`config.mk`:
```
export PLATFORM = sky130hd
export DESIGN_NAME = twoblock_ctrl
export DESIGN_NICKNAME = d
export VERILOG_FILES = /design/src/rtl/wavegen_pkg.sv /design/src/rtl/tick_divider.sv /design/src/rtl/twoblock_ctrl.sv
export SDC_FILE = /design/constraint.sdc
export NUM_CORES = 1
export LEC_CHECK = 0
export CAP_MARGIN = 30
export CORE_UTILIZATION = 54
export CTS_CLUSTER_DIAMETER = 30
export CTS_CLUSTER_SIZE = 16
export DETAILED_ROUTE_END_ITERATION = 12
export PLACE_DENSITY = 0.8
export SYNTH_ARGS = -nofsm -noshare
export SYNTH_HDL_FRONTEND = slang
export SYNTH_SLANG_ARGS = --single-unit
export TNS_END_PERCENT = 5
```
`constraint.sdc`:
```
create_clock -name clk -period 9.71 [get_ports clk]
set_input_delay 0.971 -clock clk [delete_from_list [all_inputs] [get_ports clk]]
set_output_delay 0.971 -clock clk [all_outputs]
set_load 0.1 [all_outputs]
```
`src/rtl/wavegen_pkg.sv`:
```
// Shared definitions for the wave datapath controller: register map, control bits,
// sequencer states and channel widths.
package wavegen_pkg;

  localparam int CH_W   = 32;
  localparam int DIV_W  = 16;
  localparam int ADDR_W = 3;
  localparam int ERR_W  = 2;

  localparam logic [ADDR_W-1:0] ADDR_AMPS    = 3'd0;
  localparam logic [ADDR_W-1:0] ADDR_OFFSETS = 3'd1;
  localparam logic [ADDR_W-1:0] ADDR_PHASE   = 3'd2;
  localparam logic [ADDR_W-1:0] ADDR_DIV     = 3'd3;
  localparam logic [ADDR_W-1:0] ADDR_CTRL    = 3'd4;

  localparam int CTRL_ENABLE  = 0;
  localparam int CTRL_COMMIT  = 1;
  localparam int CTRL_RESYNC  = 2;
  localparam int CTRL_CLR_ERR = 3;

  localparam int ERR_TIMEOUT  = 0;
  localparam int ERR_SPURIOUS = 1;

  typedef enum logic [1:0] {
    IDLE  = 2'd0,
    RUN   = 2'd1,
    DRAIN = 2'd2,
    RST   = 2'd3
  } state_t;

endpackage

```
`src/rtl/tick_divider.sv`:
```
// Reloadable down-counter producing a one-cycle tick every div+1 cycles.
// While held it parks at terminal count so a deferred tick fires as soon as hold drops.
module tick_divider
  import wavegen_pkg::*;
#(
  parameter int W = DIV_W
) (
  input  logic         clk,
  input  logic         reset,
  input  logic [W-1:0] div,
  input  logic         hold,
  input  logic         load,
  output logic         tick
);

  logic [W-1:0] cnt;

  assign tick = (cnt == '0) && !hold && !load;

  always_ff @(posedge clk or posedge reset) begin
    if (reset) begin
      cnt <= '0;
    end else if (load) begin
      cnt <= div;
    end else if (cnt != '0) begin
      cnt <= cnt - 1'b1;
    end else if (!hold) begin
      cnt <= div;
    end
  end

endmodule

```
`src/rtl/twoblock_ctrl.sv`:
```
// Sequencer/config controller for the two-channel wave datapath: shadow-to-live commit,
// sample strobe pacing, in-flight tracking with timeout, and datapath resync reset.
module twoblock_ctrl
  import wavegen_pkg::*;
#(
  parameter int MAX_OUT    = 8,
  parameter int TIMEOUT    = 64,
  parameter int RST_CYCLES = 4
) (
  input  logic              clk,
  input  logic              reset,
  input  logic              wr_en,
  input  logic [ADDR_W-1:0] wr_addr,
  input  logic [CH_W-1:0]   wr_data,
  input  logic              activeout,
  output logic [CH_W-1:0]   amps,
  output logic [CH_W-1:0]   offsets,
  output logic [CH_W-1:0]   phasewords,
  output logic              activein,
  output logic              dp_reset,
  output logic              busy,
  output logic [ERR_W-1:0]  err,
  output logic [CH_W-1:0]   sample_count
);

  localparam int OW = $clog2(MAX_OUT + 1);
  localparam int TW = $clog2(TIMEOUT + 1);
  localparam int RW = $clog2(RST_CYCLES + 1);

  state_t state, state_nxt;

  logic [CH_W-1:0]  sh_amps, sh_offsets, sh_phase;
  logic [DIV_W-1:0] div;
  logic             enable, enable_nxt, resync_flag;
  logic [OW-1:0]    outstanding;
  logic [TW-1:0]    tcnt;
  logic [RW-1:0]    rcnt;

  logic ctrl_wr, do_commit, do_resync, do_clr;
  logic div_load, div_hold, load_live, tick;
  logic accepted, spurious, timeout;

  assign ctrl_wr    = wr_en && (wr_addr == ADDR_CTRL);
  assign do_commit  = ctrl_wr && wr_data[CTRL_COMMIT];
  assign do_resync  = ctrl_wr && wr_data[CTRL_RESYNC];
  assign do_clr     = ctrl_wr && wr_data[CTRL_CLR_ERR];
  assign enable_nxt = ctrl_wr ? wr_data[CTRL_ENABLE] : enable;

  assign accepted = activeout && (outstanding != '0);
  assign spurious = activeout && (outstanding == '0);
  assign timeout  = (outstanding != '0) && !activeout && (tcnt == TW'(TIMEOUT - 1));

  tick_divider #(.W(DIV_W)) u_div (
    .clk   (clk),
    .reset (reset),
    .div   (div),
    .hold  (div_hold),
    .load  (div_load),
    .tick  (tick)
  );

  always_ff @(posedge clk or posedge reset) begin
    if (reset) state <= IDLE;
    else       state <= state_nxt;
  end

  always_comb begin
    state_nxt = state;
    case (state)
      IDLE: begin
        if (do_commit || do_resync) state_nxt = DRAIN;
        else if (enable_nxt)        state_nxt = RUN;
      end
      RUN: begin
        if (do_commit || do_resync) state_nxt = DRAIN;
        else if (!enable_nxt)       state_nxt = IDLE;
      end
      DRAIN: begin
        if (outstanding == '0) begin
          if (resync_flag || do_resync) state_nxt = RST;
          else                          state_nxt = enable_nxt ? RUN : IDLE;
        end
      end
      RST: begin
        if (rcnt == '0) state_nxt = enable_nxt ? RUN : IDLE;
      end
      default: state_nxt = IDLE;
    endcase
  end

  // A tick that would land on a state change or a full in-flight window waits at terminal count.
  always_comb begin
    div_load  = 1'b0;
    div_hold  = 1'b1;
    load_live = 1'b0;
    case (state)
      IDLE:    div_load  = 1'b1;
      RUN:     div_hold  = (state_nxt != RUN) || (outstanding == OW'(MAX_OUT));
      DRAIN:   load_live = (outstanding == '0);
      default: ;
    endcase
  end

  always_ff @(posedge clk or posedge reset) begin
    if (reset) begin
      sh_amps     <= '0;
      sh_offsets  <= '0;
      sh_phase    <= '0;
      div         <= '0;
      enable      <= 1'b0;
      resync_flag <= 1'b0;
    end else begin
      enable <= enable_nxt;
      if (wr_en) begin
        case (wr_addr)
          ADDR_AMPS:    sh_amps    <= wr_data;
          ADDR_OFFSETS: sh_offsets <= wr_data;
          ADDR_PHASE:   sh_phase   <= wr_data;
          ADDR_DIV:     div        <= wr_data[DIV_W-1:0];
          default:      ;
        endcase
      end
      if (state_nxt != DRAIN)                         resync_flag <= 1'b0;
      else if (do_resync && state != RST)             resync_flag <= 1'b1;
    end
  end

  always_ff @(posedge clk or posedge reset) begin
    if (reset) begin
      amps       <= '0;
      offsets    <= '0;
      phasewords <= '0;
    end else if (load_live) begin
      amps       <= sh_amps;
      offsets    <= sh_offsets;
      phasewords <= sh_phase;
    end
  end

  // A timeout abandons every in-flight sample; only a strobe issued this cycle survives.
  always_ff @(posedge clk or posedge reset) begin
    if (reset) begin
      outstanding  <= '0;
      tcnt         <= '0;
      sample_count <= '0;
      err          <= '0;
      activein     <= 1'b0;
    end else begin
      activein <= tick;
      if (timeout)               outstanding <= tick ? OW'(1) : '0;
      else if (tick && !accepted) outstanding <= outstanding + 1'b1;
      else if (!tick && accepted) outstanding <= outstanding - 1'b1;
      if (outstanding == '0 || activeout || timeout) tcnt <= '0;
      else                                           tcnt <= tcnt + 1'b1;
      if (accepted) sample_count <= sample_count + 1'b1;
      err <= (do_clr ? '0 : err) | {spurious, timeout};
    end
  end

  always_ff @(posedge clk or posedge reset) begin
    if (reset) begin
      rcnt     <= '0;
      dp_reset <= 1'b1;
      busy     <= 1'b0;
    end else begin
      if (state_nxt == RST && state != RST) rcnt <= RW'(RST_CYCLES - 1);
      else if (state == RST && rcnt != '0)  rcnt <= rcnt - 1'b1;
      dp_reset <= (state_nxt == RST);
      busy     <= (state_nxt == DRAIN) || (state_nxt == RST);
    end
  end

endmodule

```
* After elaboration in Yosys (flattened, before gate mapping)
Index checks and enable logic that the tools add are counted.
** Operators by class
- $add $sub $neg :: 6
- Equal/unequal tests :: 15
- Muxes and demuxes :: 26
- Bitwise logic cells :: 1
- Reduce and logical (&&, ||, !) cells :: 41
** Operators with widths (number)
- 16-bit 2-to-1 mux :: 3
- 32-bit by 1-bit adder with 32-bit output (second input constant) :: 1
- 16-bit zero test :: 1
- 2-bit 2-to-1 mux :: 8
- 16-bit nonzero test :: 1
- 16-bit by 1-bit subtractor with 16-bit output (second input constant) :: 1
- 1-bit logical AND :: 15
- 4-bit 2-to-1 mux :: 3
- 2-bit == test (second input constant) :: 4
- 1-bit 2-to-1 mux :: 8
- 2-bit case mux with 4 select lines :: 1
- 2-bit AND reduction :: 4
- 7-bit by 1-bit adder with 7-bit output (second input constant) :: 1
- 7-bit by 6-bit == test with 1-bit output (second input constant) :: 1
- 7-bit 2-to-1 mux :: 1
- 3-bit by 2-bit == test with 1-bit output (second input constant) :: 2
- 3-bit zero test :: 2
- 1-bit logical OR :: 6
- 3-bit 2-to-1 mux :: 2
- 3-bit nonzero test :: 2
- 1-bit zero test :: 5
- 4-bit by 1-bit adder with 4-bit output (second input constant) :: 1
- 4-bit == test (second input constant) :: 1
- 4-bit zero test :: 1
- 12 further kinds :: 14
** Word-level totals
- Bits in registers :: 279
- Input bits :: 39
- Output and inout bits :: 133
- Logic and storage cells :: 108

* Logic depth before layout (Yosys ltp)
Gate-level depths: netlist of run 1.
- Depth in word-level cells :: 18
- Mapped depth :: 14
- Mapped depth without buffers :: 13

* Modules after synthesis
Synthesis of run 1 repeated with hierarchy kept, for this count alone.
** Unflattened totals
- Cell total of the unflattened synthesis :: 811
- Area, all modules :: 11508.5 µm²
** Modules (own cells, without submodules)
- twoblock_ctrl :: instances 1, cells each 694, area an instance 10407.5 µm², sequential area each 6557.5 µm²
- tick_divider :: instances 1, cells each 117, area an instance 1101.1 µm², sequential area each 400.4 µm²

* Worst setup path after synthesis of run 1
No wires, ideal clock.
- Path type :: register to register
- Start :: register, netlist name busy
- End :: register outstanding[3]
- Library setup time :: 0.129 ns
- Arrival :: 3.379 ns
- Setup slack :: 6.201 ns
- Cell stages (with the launch flop) :: 14
- Buffers on the path :: 1
- Cells stage by stage :: dfrtp_1 -> buf_2 -> nand2_1 -> a21oi_1 -> a211o_1 -> nand2_1 -> or3_1 -> ha_1 -> a21o_1 -> a21oi_1 -> xnor2_1 -> a21oi_1 -> o21ai_0 -> nand3_1
** RTL lines
- to (signal assigned) :: RTL line twoblock_ctrl.sv:150 : if (timeout) outstanding <= tick ? OW'(1) : '0;
- to (signal assigned) :: RTL line twoblock_ctrl.sv:151 : else if (tick && !accepted) outstanding <= outstanding + 1'b1;
- to (signal assigned) :: RTL line twoblock_ctrl.sv:152 : else if (!tick && accepted) outstanding <= outstanding - 1'b1;
- to (decl) :: RTL line twoblock_ctrl.sv:35 : logic [OW-1:0] outstanding;

* Worst setup path after layout of run 1
- Start :: input port wr_addr[0]
- End :: register outstanding[3]
** Between the ends
- Cells in the longest elaborated chain, start to end :: 16
** RTL lines
- from (decl) :: RTL line twoblock_ctrl.sv:13 : input logic [ADDR_W-1:0] wr_addr,
- 3-bit == test * :: RTL line twoblock_ctrl.sv:43 : assign ctrl_wr = wr_en && (wr_addr == ADDR_CTRL);
- 1-bit logical AND * :: RTL line twoblock_ctrl.sv:43
- 1-bit 2-to-1 mux or 1-bit logical AND (tied branches) :: RTL line twoblock_ctrl.sv:47, twoblock_ctrl.sv:45
- 1-bit 2-to-1 mux or 1-bit logical OR (tied branches) :: RTL line twoblock_ctrl.sv:81, twoblock_ctrl.sv:85, twoblock_ctrl.sv:80
- 2-bit 2-to-1 mux :: RTL line twoblock_ctrl.sv:80 : if (resync_flag || do_resync) state_nxt = RST;
- 2-bit 2-to-1 mux :: RTL line twoblock_ctrl.sv:79 : if (outstanding == '0) begin
- 2-bit case mux with 4 select lines * :: RTL line twoblock_ctrl.sv:69 : case (state)
- 2-bit by 1-bit inequality test with 1-bit output * :: RTL line twoblock_ctrl.sv:98 : RUN: div_hold = (state_nxt != RUN) || (outstanding == OW'(MAX_OUT));
- 1-bit logical OR * :: RTL line twoblock_ctrl.sv:98
- 1-bit 2-to-1 mux * :: RTL line twoblock_ctrl.sv:96 : case (state)
- 1-bit zero test * :: RTL line tick_divider.sv:18 : assign tick = (cnt == '0) && !hold && !load;
- 1-bit logical AND * (2 in series) :: RTL line tick_divider.sv:18
- 1-bit logical AND or 1-bit zero test (tied branches) :: RTL line twoblock_ctrl.sv:151, twoblock_ctrl.sv:152
- 4-bit 2-to-1 mux or 1-bit logical AND (tied branches) :: RTL line twoblock_ctrl.sv:151, twoblock_ctrl.sv:152
- 4-bit 2-to-1 mux or 3-bit nonzero test (tied branches)
Mark *: on every way between the ends. The rest lies on a longest branch, timed or not.
A chain may end at the register's enable or synchronous reset.

==> results.ini, run 1 <==
[floorplan]
fp.dieH_um = 147
core_area_sq_um = 20400
die_area_sq_um = 21500
die_x_um = 147
initial_core_util_pct = 55.6
io_pins = 172
rows = 52

[clocking]
cts-root-buf = clkbuf_16
insertion_delay_ns = 0.55
postCtsHoldBufs = 0
cts_tree = built
cts_buffers = 50
clockBufferDepth = 3
post-cts-setup-buffers = 0
clk_pin_slew_ns = 0.05
htreeDepth = 2
post_cts_resized = 0
numClockSinks = 278

[global_route]
gr-total-overflow = 0
grt_pass1_wl_um = 43700
grt_pass1_vias = 8364
grt_antenna_before_repair = 1
grt_usage_pct = 25.6
grt_max_degree = 139

[outcome]
status = finished, final reports clean

[route]
ant_nets = 0
first_pass_iters = 5
drt_iter0_markers = 458
vias = 8181
wire_per_inst_um = 17.4
drt-total-wl_um = 26400
route.detailed.drc = 0
viasPerCell = 5.38

[synthesis]
synthAdderAreaFrac_pct = 1.06
synth_warnings = 0
async_flop_share_pct = 100
syn_inst = 1015
ys_seq_elements = 278
synth_xor_area_share_pct = 3.48
avgSynthCellArea_sq_um = 11.2
synth_compound_area_share_pct = 3.42
yosys-mux-area-fraction_pct = 11.4
synth_fp_nets = 1063
synth.cell_area_sq_um = 11300
synth_top_family_by_area = simple AND/OR/NAND/NOR gates
synth-seq-area-share_pct = 61.5
yosysUniqueCellTypes = 52
synth_edf_count = 0
synth_flop_cell = dfrtp_1
synth-simple-area-share_pct = 17.2

[critical_path]
end_kind = register
critPathLaunchType = primary input
r2r_start = busy
crit_type = primary input to register
critPathMaxFanout = 5
reg2reg_depth = 12
r2r-end = outstanding[3]
rrSetupSlack_ns = 6.40
cp.required_ns = 10.12
cp_data_arrival_time_ns = 4.04

[final_layout]
synthToLayoutAreaGrowth_pct = 35.0
drive_gt1_share_pct = 18.6
nets = 1258
nFillCells = 1358

[placement]
dp_hpwl_um = 16000
port_buffers = 171
gp_congestion = 0.843

[flow_run]
maxCapViolations = 0

[timing]
final_max_slew_viol_count = 0
slew_headroom_pct = 30.1
holdWs_ns = 0.451
setup_viol = 0
hold_viol = 0
finalClockSkew_ns = 0.0203
timing.final.crit_share_pct = 37.4
tightest_slew_ns = 1.05
min_period_ns = 3.64
setup_tns_ns = 0
rsz0062_at_grt = no
fmax_mhz = 275

[hold_path]
hold_path_depth = 1
hold_start = tcnt[0]
min_to = tcnt[0]
hp-class = register to register

[critical path, stage by stage]
cell and delay, ns:
clkdlybuf4s50_1 0.58, and4bb_2 0.35, o21ai_0 0.22, and3_1 0.30
nand2_1 0.12, or3_1 0.42, ha_1 0.30, a21o_1 0.18
a21oi_1 0.17, xnor2_1 0.19, a21oi_1 0.07, o21ai_0 0.08
nand3_1 0.08
[flip-flops by register name (all words and copies together), names as in the netlist, 7 cells and up]
signal / count
tcnt: 7
sh_phase: 32
div: 16
phasewords: 32
sh_amps: 32
u_div.cnt: 16
sh_offsets: 32
amps: 32
offsets: 32
sample_count: 32
[how the worst max path moves through the flow]
stage | slack (ns) | depth (start not counted) | endpoint | startpoint
2_1_floorplan | 1.08 | 1 | activein | reset
3_3_place_gp | 5.67 | 13 | outstanding[3] | wr_addr[0]
3_5_place_dp | 5.57 | 13 | outstanding[3] | wr_addr[0]
4_1_cts | 6.10 | 13 | outstanding[3] | wr_addr[0]
5_1_grt | 5.91 | 13 | outstanding[3] | wr_addr[0]
6_report | 6.07 | 13 | outstanding[3] | wr_addr[0]
[layer usage]
layer	vias up	routed length [um]	global-route usage [%]
met1	4126	11600	35.0
met3	35	1820	7.11
li1	3776	-	-
met5	-	0	0
met2	244	12700	40.3
met4	0	367	6.88
[synth_stat cells (all sizes together) (3+ instances only)]
master    n  area [sq um]
clkbuf   35           133
xnor2    39           342
xor2      6          52.6
o21ai    19          95.1
nand4    10          62.6
nor2     37           139
ha        8           100
a21o      5          37.5
nand2b    4          25.0
inv      14          52.6
nor3     14          70.1
dfrtp   277          6930
a21oi    21           109
nor3b     3          22.5
a211oi    4          42.5
or3       3          18.8
nand3    25           125
and4      3          26.3
nor4      7          71.3
and3     10          62.6
buf       7          40.0
nand2   323          1210
mux2    113          1270
[cell usage in the layout (no fill, tap or decap), types with 14 or more instances in the layout]
cell               n
nand2_1          323
nor3_1            14
nand3_1           25
mux2_2           113
dfrtp_1          277
xnor2_1           39
clkbuf_16         51
nor2_1            36
a21oi_1           20
clkdlybuf4s50_1  171
o21ai_0           18
[kinds of logic after synthesis]
kind of cell	count (synthesis)
AND/OR/NAND/NOR	451
flip-flops	278
multiplexers	115
AO/OA/AOI/OAI	61
buffers and inverters	56
XOR/XNOR	45
adder cells (fa/ha/maj)	9
[stage by stage]
stage                     std cells  util [%]  setup slack, ns  cell area (sq um)
final                          1522      75.0             6.07              15300
after CTS                      1521      75.0             6.10              15300
after floorplan                1015         -             1.08              11300
after global placement         1422      65.2             5.67              13300
after global routing           1522      75.0             5.91              15300
after detailed placement       1428      65.9             5.57              13400
[final cells by class]
type	count	area, sq um	area share [%]
well taps	270	338	2.21
clock inverters	35	515	3.37
diodes	1	2.50	0.0164
multi-input cells	681	4150	27.2
clock buffers	58	1330	8.72
inverters	14	60.1	0.393
repair buffers	185	1920	12.5
flip-flops and latches	278	6960	45.5
Power of run 1 is left out: the tool's default activity adds up to more than one toggle a clock period on the data nets, which glitch-free logic cannot reach.
==> inputs of run 2 (changes only) <==
--- a/config.mk
+++ b/config.mk
@@ -6,11 +6,11 @@
 export NUM_CORES = 1
 export LEC_CHECK = 0
 export CAP_MARGIN = 30
-export CORE_UTILIZATION = 54
+export CORE_UTILIZATION = 49
 export CTS_CLUSTER_DIAMETER = 30
 export CTS_CLUSTER_SIZE = 16
 export DETAILED_ROUTE_END_ITERATION = 12
-export PLACE_DENSITY = 0.8
+export PLACE_DENSITY = 0.76
 export SYNTH_ARGS = -nofsm -noshare
 export SYNTH_HDL_FRONTEND = slang
 export SYNTH_SLANG_ARGS = --single-unit
==> constraint.sdc (replaced) <==
create_clock -name clk -period 3 [get_ports clk]
set_input_delay 0.3 -clock clk [delete_from_list [all_inputs] [get_ports clk]]
set_output_delay 0.3 -clock clk [all_outputs]
set_load 0.1 [all_outputs]
==> run 2 against run 1 <==
Utilization down 8.2 points. Clock-buffer cell count up 3. Worst setup slack worse by 5.8 ns. Die area up 10%. Final area down 1.0%. Routed wire length down 1.5%. Sequential cell count unchanged. Critical endpoint unchanged.
==> results.ini, run 2 (synthesis gave the netlist of run 1 again) <==
[outcome]
status = finished, final reports clean

[critical_path]
end_kind = register
r2r-end = outstanding[3]
r2r_start = outstanding[3]
cp.required_ns = 3.40  ; -6.72 ns
rrSetupSlack_ns = 0.24  ; -6.16 ns
crit_chain = nor4_4 > and3b_4 > a211o_1 > nand2_1 > or3_1 > ha_1 > a21o_1 > a21oi_2 > xnor2_1 > a21oi_1 > o21ai_0 > nand3_1
cpMaxStageDelayCell = dfrtp_2
crit_type = register to register
critPathLaunchType = register
reg2reg_depth = 12  ; unchanged
cp_data_arrival_time_ns = 3.17  ; -0.87 ns
crit_path_max_incr_delay_ns = 0.46  ; -0.12 ns
critPathMaxFanout = 6  ; +1

[clocking]
cts-root-buf = clkbuf_16
clk_pin_slew_ns = 0.05  ; about the same
cts_tree = built
insertion_delay_ns = 0.53  ; -0.02 ns
htreeDepth = 2  ; unchanged
clockBufferDepth = 3  ; unchanged
cts_buffers = 48  ; -4.0%
postCtsHoldBufs = 0  ; unchanged
numClockSinks = 278  ; unchanged

[route]
viasPerCell = 5.24  ; -2.5%
ant_nets = 0  ; unchanged
drt-total-wl_um = 26000  ; -1.5%
route.detailed.drc = 0  ; unchanged
wire_per_inst_um = 16.6  ; -4.6%
drt_iter0_markers = 468  ; +2.2%
first_pass_iters = 5  ; unchanged
vias = 8234  ; +0.65%

[floorplan]
initial_core_util_pct = 50.0  ; -5.6 points
fp.dieH_um = 154  ; +4.9%
die_x_um = 154  ; +4.9%
die_area_sq_um = 23700  ; +10%
rows = 55  ; +5.8%
io_pins = 172  ; unchanged
core_area_sq_um = 22600  ; +11%

[timing]
setup_viol = 0  ; unchanged
final_max_slew_viol_count = 0  ; unchanged
tightest_slew_ns = 0.978  ; -0.0673 ns
rsz0062_at_grt = no
slew_headroom_pct = 34.6  ; +4.5 points
timing.final.crit_share_pct = 92.1
setup_tns_ns = 0  ; unchanged
min_period_ns = 2.76
fmax_mhz = 362
finalClockSkew_ns = 0.0175  ; -0.00284 ns
holdWs_ns = 0.145  ; -0.305 ns
hold_viol = 0  ; unchanged

[hold_path]
hp-class = primary input to async pin

[global_route]
grt_max_degree = 93  ; -33%
grt_pass1_vias = 8408  ; +0.53%
grt_antenna_before_repair = 0  ; -1
grt_pass1_wl_um = 42900  ; -1.9%
gr-total-overflow = 0  ; unchanged
grt_usage_pct = 22.6  ; -3.0 points

[final_layout]
final_cell_mix = nand2_1, dfrtp_1, buf_4
nets = 1296  ; +3.0%
layout_commonest_cell = nand2_1
fin_area_sq_um = 15100  ; -1.0%
drive_gt1_share_pct = 29.1  ; +10 points
antenna_cells = 0  ; -1
synthToLayoutAreaGrowth_pct = 33.6
nFillCells = 1662  ; +22%

[placement]
port_buffers = 171  ; unchanged
gp_congestion = 0.836  ; -0.85%
dp_hpwl_um = 17100  ; +6.5%
placed_area_sq_um = 13400  ; about the same

[flow_run]
maxCapViolations = 0  ; unchanged

## run 2: cell count changes in the layout (fill, tap and decap cells not counted), moves of 3 or more
| cell | delta |
|---|---|
| buf_12 | +4 |
| buf_16 | -3 |
| buf_4 | +144 |
| bufinv_16 | -5 |
| clkdlybuf4s50_1 | -105 |
| clkinv_2 | +6 |
| inv_6 | -6 |
| inv_8 | -3 |
## run 2: timing repair
item	in CTS	in global routing
buffers inserted	0	4
endpoints found under the hold margin	0	0
resized for setup	0	3
endpoints found under the setup margin	0	1
## run 2: area by class of cell
type	count	area, sq um	share of cell area (%)
Sequential cell	278	6960	46.0
Multi-Input combinational cell	681	4160	27.5
Timing Repair Buffer	225	1930	12.8
Clock buffer	61	1340	8.88
Tap cell	285	357	2.36
Clock inverter	27	310	2.05
Inverter	14	56.3	0.372
## run 2: metrics by stage
stage,cells,util [%],setup WS (ns)
after floorplan,1015,-,-0.979
after global placement,1477,59.2,-0.102
after detailed placement,1479,59.3,-0.130
after CTS,1567,66.6,0.186
after global routing,1571,66.8,0.000964
final,1571,66.8,0.236
## run 2: per-layer routing
layer | up-vias | global-route usage, % | routed length, um
met5 | - | 0 | 0
met4 | 0 | 7.05 | 409
met3 | 36 | 5.05 | 1560
met2 | 243 | 36.5 | 12400
met1 | 4112 | 30.5 | 11600
li1 | 3843 | - | -
## run 2: worst max-delay path by stage
stage | start | to | slack, ns | cells past startpoint
after floorplan | reset | activein | -0.98 | 1
after global placement | wr_addr[0] | outstanding[3] | -0.10 | 13
after detailed placement | wr_addr[0] | outstanding[3] | -0.13 | 13
after CTS | outstanding[0] | outstanding[3] | 0.19 | 12
after global routing | outstanding[3] | outstanding[3] | 0.001 | 12
final | outstanding[3] | outstanding[3] | 0.24 | 12
## run 2: critical path: cells and delay by family (launching register included)
kind,cells,cell delay (ns)
and+or+nand+nor,5,1.10
AOI/OAI and AO/OA,5,0.62
DFF,1,0.46
adders and majority gates,1,0.29
xor gates and xnor gates,1,0.17
Power of run 2 is left out for the same reason.
==> inputs of run 3 (changes only) <==
--- a/config.mk
+++ b/config.mk
@@ -6,11 +6,12 @@
 export NUM_CORES = 1
 export LEC_CHECK = 0
 export CAP_MARGIN = 30
-export CORE_UTILIZATION = 49
+export CORE_UTILIZATION = 57
 export CTS_CLUSTER_DIAMETER = 30
 export CTS_CLUSTER_SIZE = 16
 export DETAILED_ROUTE_END_ITERATION = 12
-export PLACE_DENSITY = 0.76
+export DONT_BUFFER_PORTS = 1
+export PLACE_DENSITY = 0.75
 export SYNTH_ARGS = -nofsm -noshare
 export SYNTH_HDL_FRONTEND = slang
 export SYNTH_SLANG_ARGS = --single-unit
==> run 3 against run 2 <==
Via count down 6.0%. Worst setup slack worse by 0.077 ns. Sequential share of layout area up 3.2 points. First-iteration DRC count down 8.3%. Critical endpoint unchanged. Final area down 6.5%. Sequential cell count unchanged.
==> results.ini, run 3 (synthesis gave the netlist of run 1 again) <==
[route]
wire_per_inst_um = 17.7  ; +7.0%
drt_iter0_markers = 429  ; -8.3%
wl_met2_um = 12100  ; -2.5%
ant_nets = 0  ; unchanged
wl_met3_um = 2000  ; +28%
viasPerCell = 5.42  ; +3.4%
route.detailed.drc = 0  ; unchanged
vias = 7737  ; -6.0%
m1WireLength_um = 10800  ; -7.3%
drt-total-wl_um = 25300  ; -2.8%
first_pass_iters = 4  ; -1
highest_layer = met4

[critical_path]
crit_type = register to register
end_kind = register
rrSetupSlack_ns = 0.16  ; -0.08 ns
critPathMaxFanout = 6  ; unchanged
reg2reg_depth = 12  ; unchanged
cp.required_ns = 3.40  ; about the same
cp_data_arrival_time_ns = 3.24  ; +0.07 ns
critPathLaunchType = register
r2r_start = outstanding[1]
r2r-end = outstanding[3]

[placement]
dp_hpwl_um = 15700  ; -7.9%
gp_congestion = 0.865  ; +3.4%
port_buffers = 0  ; -100%
dp.cells = 1294  ; -13%
pre_cts_ws_ns = 0.0658  ; +0.196 ns

[timing]
hold_viol = 0  ; unchanged
slew_headroom_pct = 34.5  ; -0.044 points
setup_viol = 0  ; unchanged
final_max_slew_viol_count = 0  ; unchanged
timing.final.crit_share_pct = 94.7  ; +2.6 points
holdWs_ns = 0.0268  ; -0.119 ns
fmax_mhz = 352  ; -2.7%
finalClockSkew_ns = 0.0177  ; +0.000210 ns
min_period_ns = 2.84  ; +0.0770 ns
tightest_slew_ns = 0.982  ; +0.00373 ns
setup_slack_ns = 0.159  ; -0.0770 ns
setup_tns_ns = 0  ; unchanged

[final_layout]
synthToLayoutAreaGrowth_pct = 24.8
nets = 1167  ; -10%
multiInputGateArea_sq_um = 4170  ; +0.33%
final_cell_mix = nand2_1, dfrtp_1, mux2_2
drive_gt1_share_pct = 24.2  ; -4.9 points
regArea_sq_um = 6960  ; about the same
final_cell_count_no_fill = 1427  ; -9.2%
nFillCells = 1323  ; -20%
layout_commonest_cell = nand2_1

[floorplan]
fp.dieH_um = 143  ; -7.2%
die_x_um = 143  ; -7.2%
io_pins = 172  ; unchanged
initial_core_util_pct = 58.2  ; +8.2 points
core_area_sq_um = 19500  ; -14%
die_area_sq_um = 20400  ; -14%
rows = 51  ; -7.3%

[clocking]
clockBufferDepth = 3  ; unchanged
cts_buffers = 50  ; +4.2%
clk_pin_slew_ns = 0.04  ; about the same
cts-root-buf = clkbuf_16
cts_tree = built
numClockSinks = 278  ; unchanged
htreeDepth = 2  ; unchanged
insertion_delay_ns = 0.54  ; about the same

[hold_path]
hp-class = primary input to register
min_to = outstanding[3]
hold_path_depth = 3
hold_start = activeout

[global_route]
grt_max_degree = 111  ; +19%
grt_usage_pct = 25.9  ; +3.3 points
grt_pass1_vias = 8132  ; -3.3%
grt_antenna_before_repair = 2  ; +2
grt_pass1_wl_um = 41400  ; -3.6%
gr-total-overflow = 0  ; unchanged

[outcome]
status = finished, final reports clean

[flow_run]
maxCapViolations = 0  ; unchanged

run 3: cell type report:
class / count / share of cell area, %
clock buffers: 60 / 9.63
diodes: 3 / 0.0531
inverters: 14 / 0.399
well taps: 265 / 2.35
repair buffers: 94 / 5.93
multi-input cells: 681 / 29.5
clock inverters: 32 / 2.87
flip-flops and latches: 278 / 49.3
run 3: how the worst max path moves through the flow:
stage / cells past startpoint / end / slack, ns / startpoint
detailed placement: 12 / outstanding[3] / 0.07 / outstanding[1]
CTS: 12 / outstanding[3] / 0.05 / outstanding[1]
global placement: 12 / outstanding[3] / 0.14 / outstanding[1]
finish: 12 / outstanding[3] / 0.16 / outstanding[1]
floorplan: 1 / activein / -0.98 / reset
global route: 12 / outstanding[3] / -0.0001 / outstanding[1]
run 3: critical path, stage by stage (launching register included):
cell     delay, ns
dfrtp_2       0.45
nor4_4        0.33
and3b_4       0.25
a211o_1       0.15
nand2_1       0.09
or3_4         0.39
ha_1          0.29
a21o_1        0.18
a21oi_1       0.17
xnor2_1       0.18
a21oi_1       0.06
o21ai_0       0.08
nand3_1       0.10
run 3: metrics by stage:
stage | utilization (%) | instance area, sq um
after floorplan | - | 11300
after global placement | 61.3 | 11900
after global routing | 72.6 | 14100
after CTS | 72.3 | 14100
after detailed placement | 61.5 | 12000
final | 72.6 | 14100
run 3: what timing repair did:
item                       4_1_cts  5_1_grt
hold buffers                    35        0
setup buffers                    0        3
hold endpoints to repair       164        0
resized for setup                0        4
setup endpoints to repair        0        1
run 3: metal layers:
metal | vias to the layer above | GRT usage, %
li1 | 3590 | -
met1 | 3864 | 33.4
met2 | 244 | 41.5
met3 | 39 | 8.12
met4 | 0 | 8.89
met5 | - | 0
Power of run 3 is left out for the same reason.
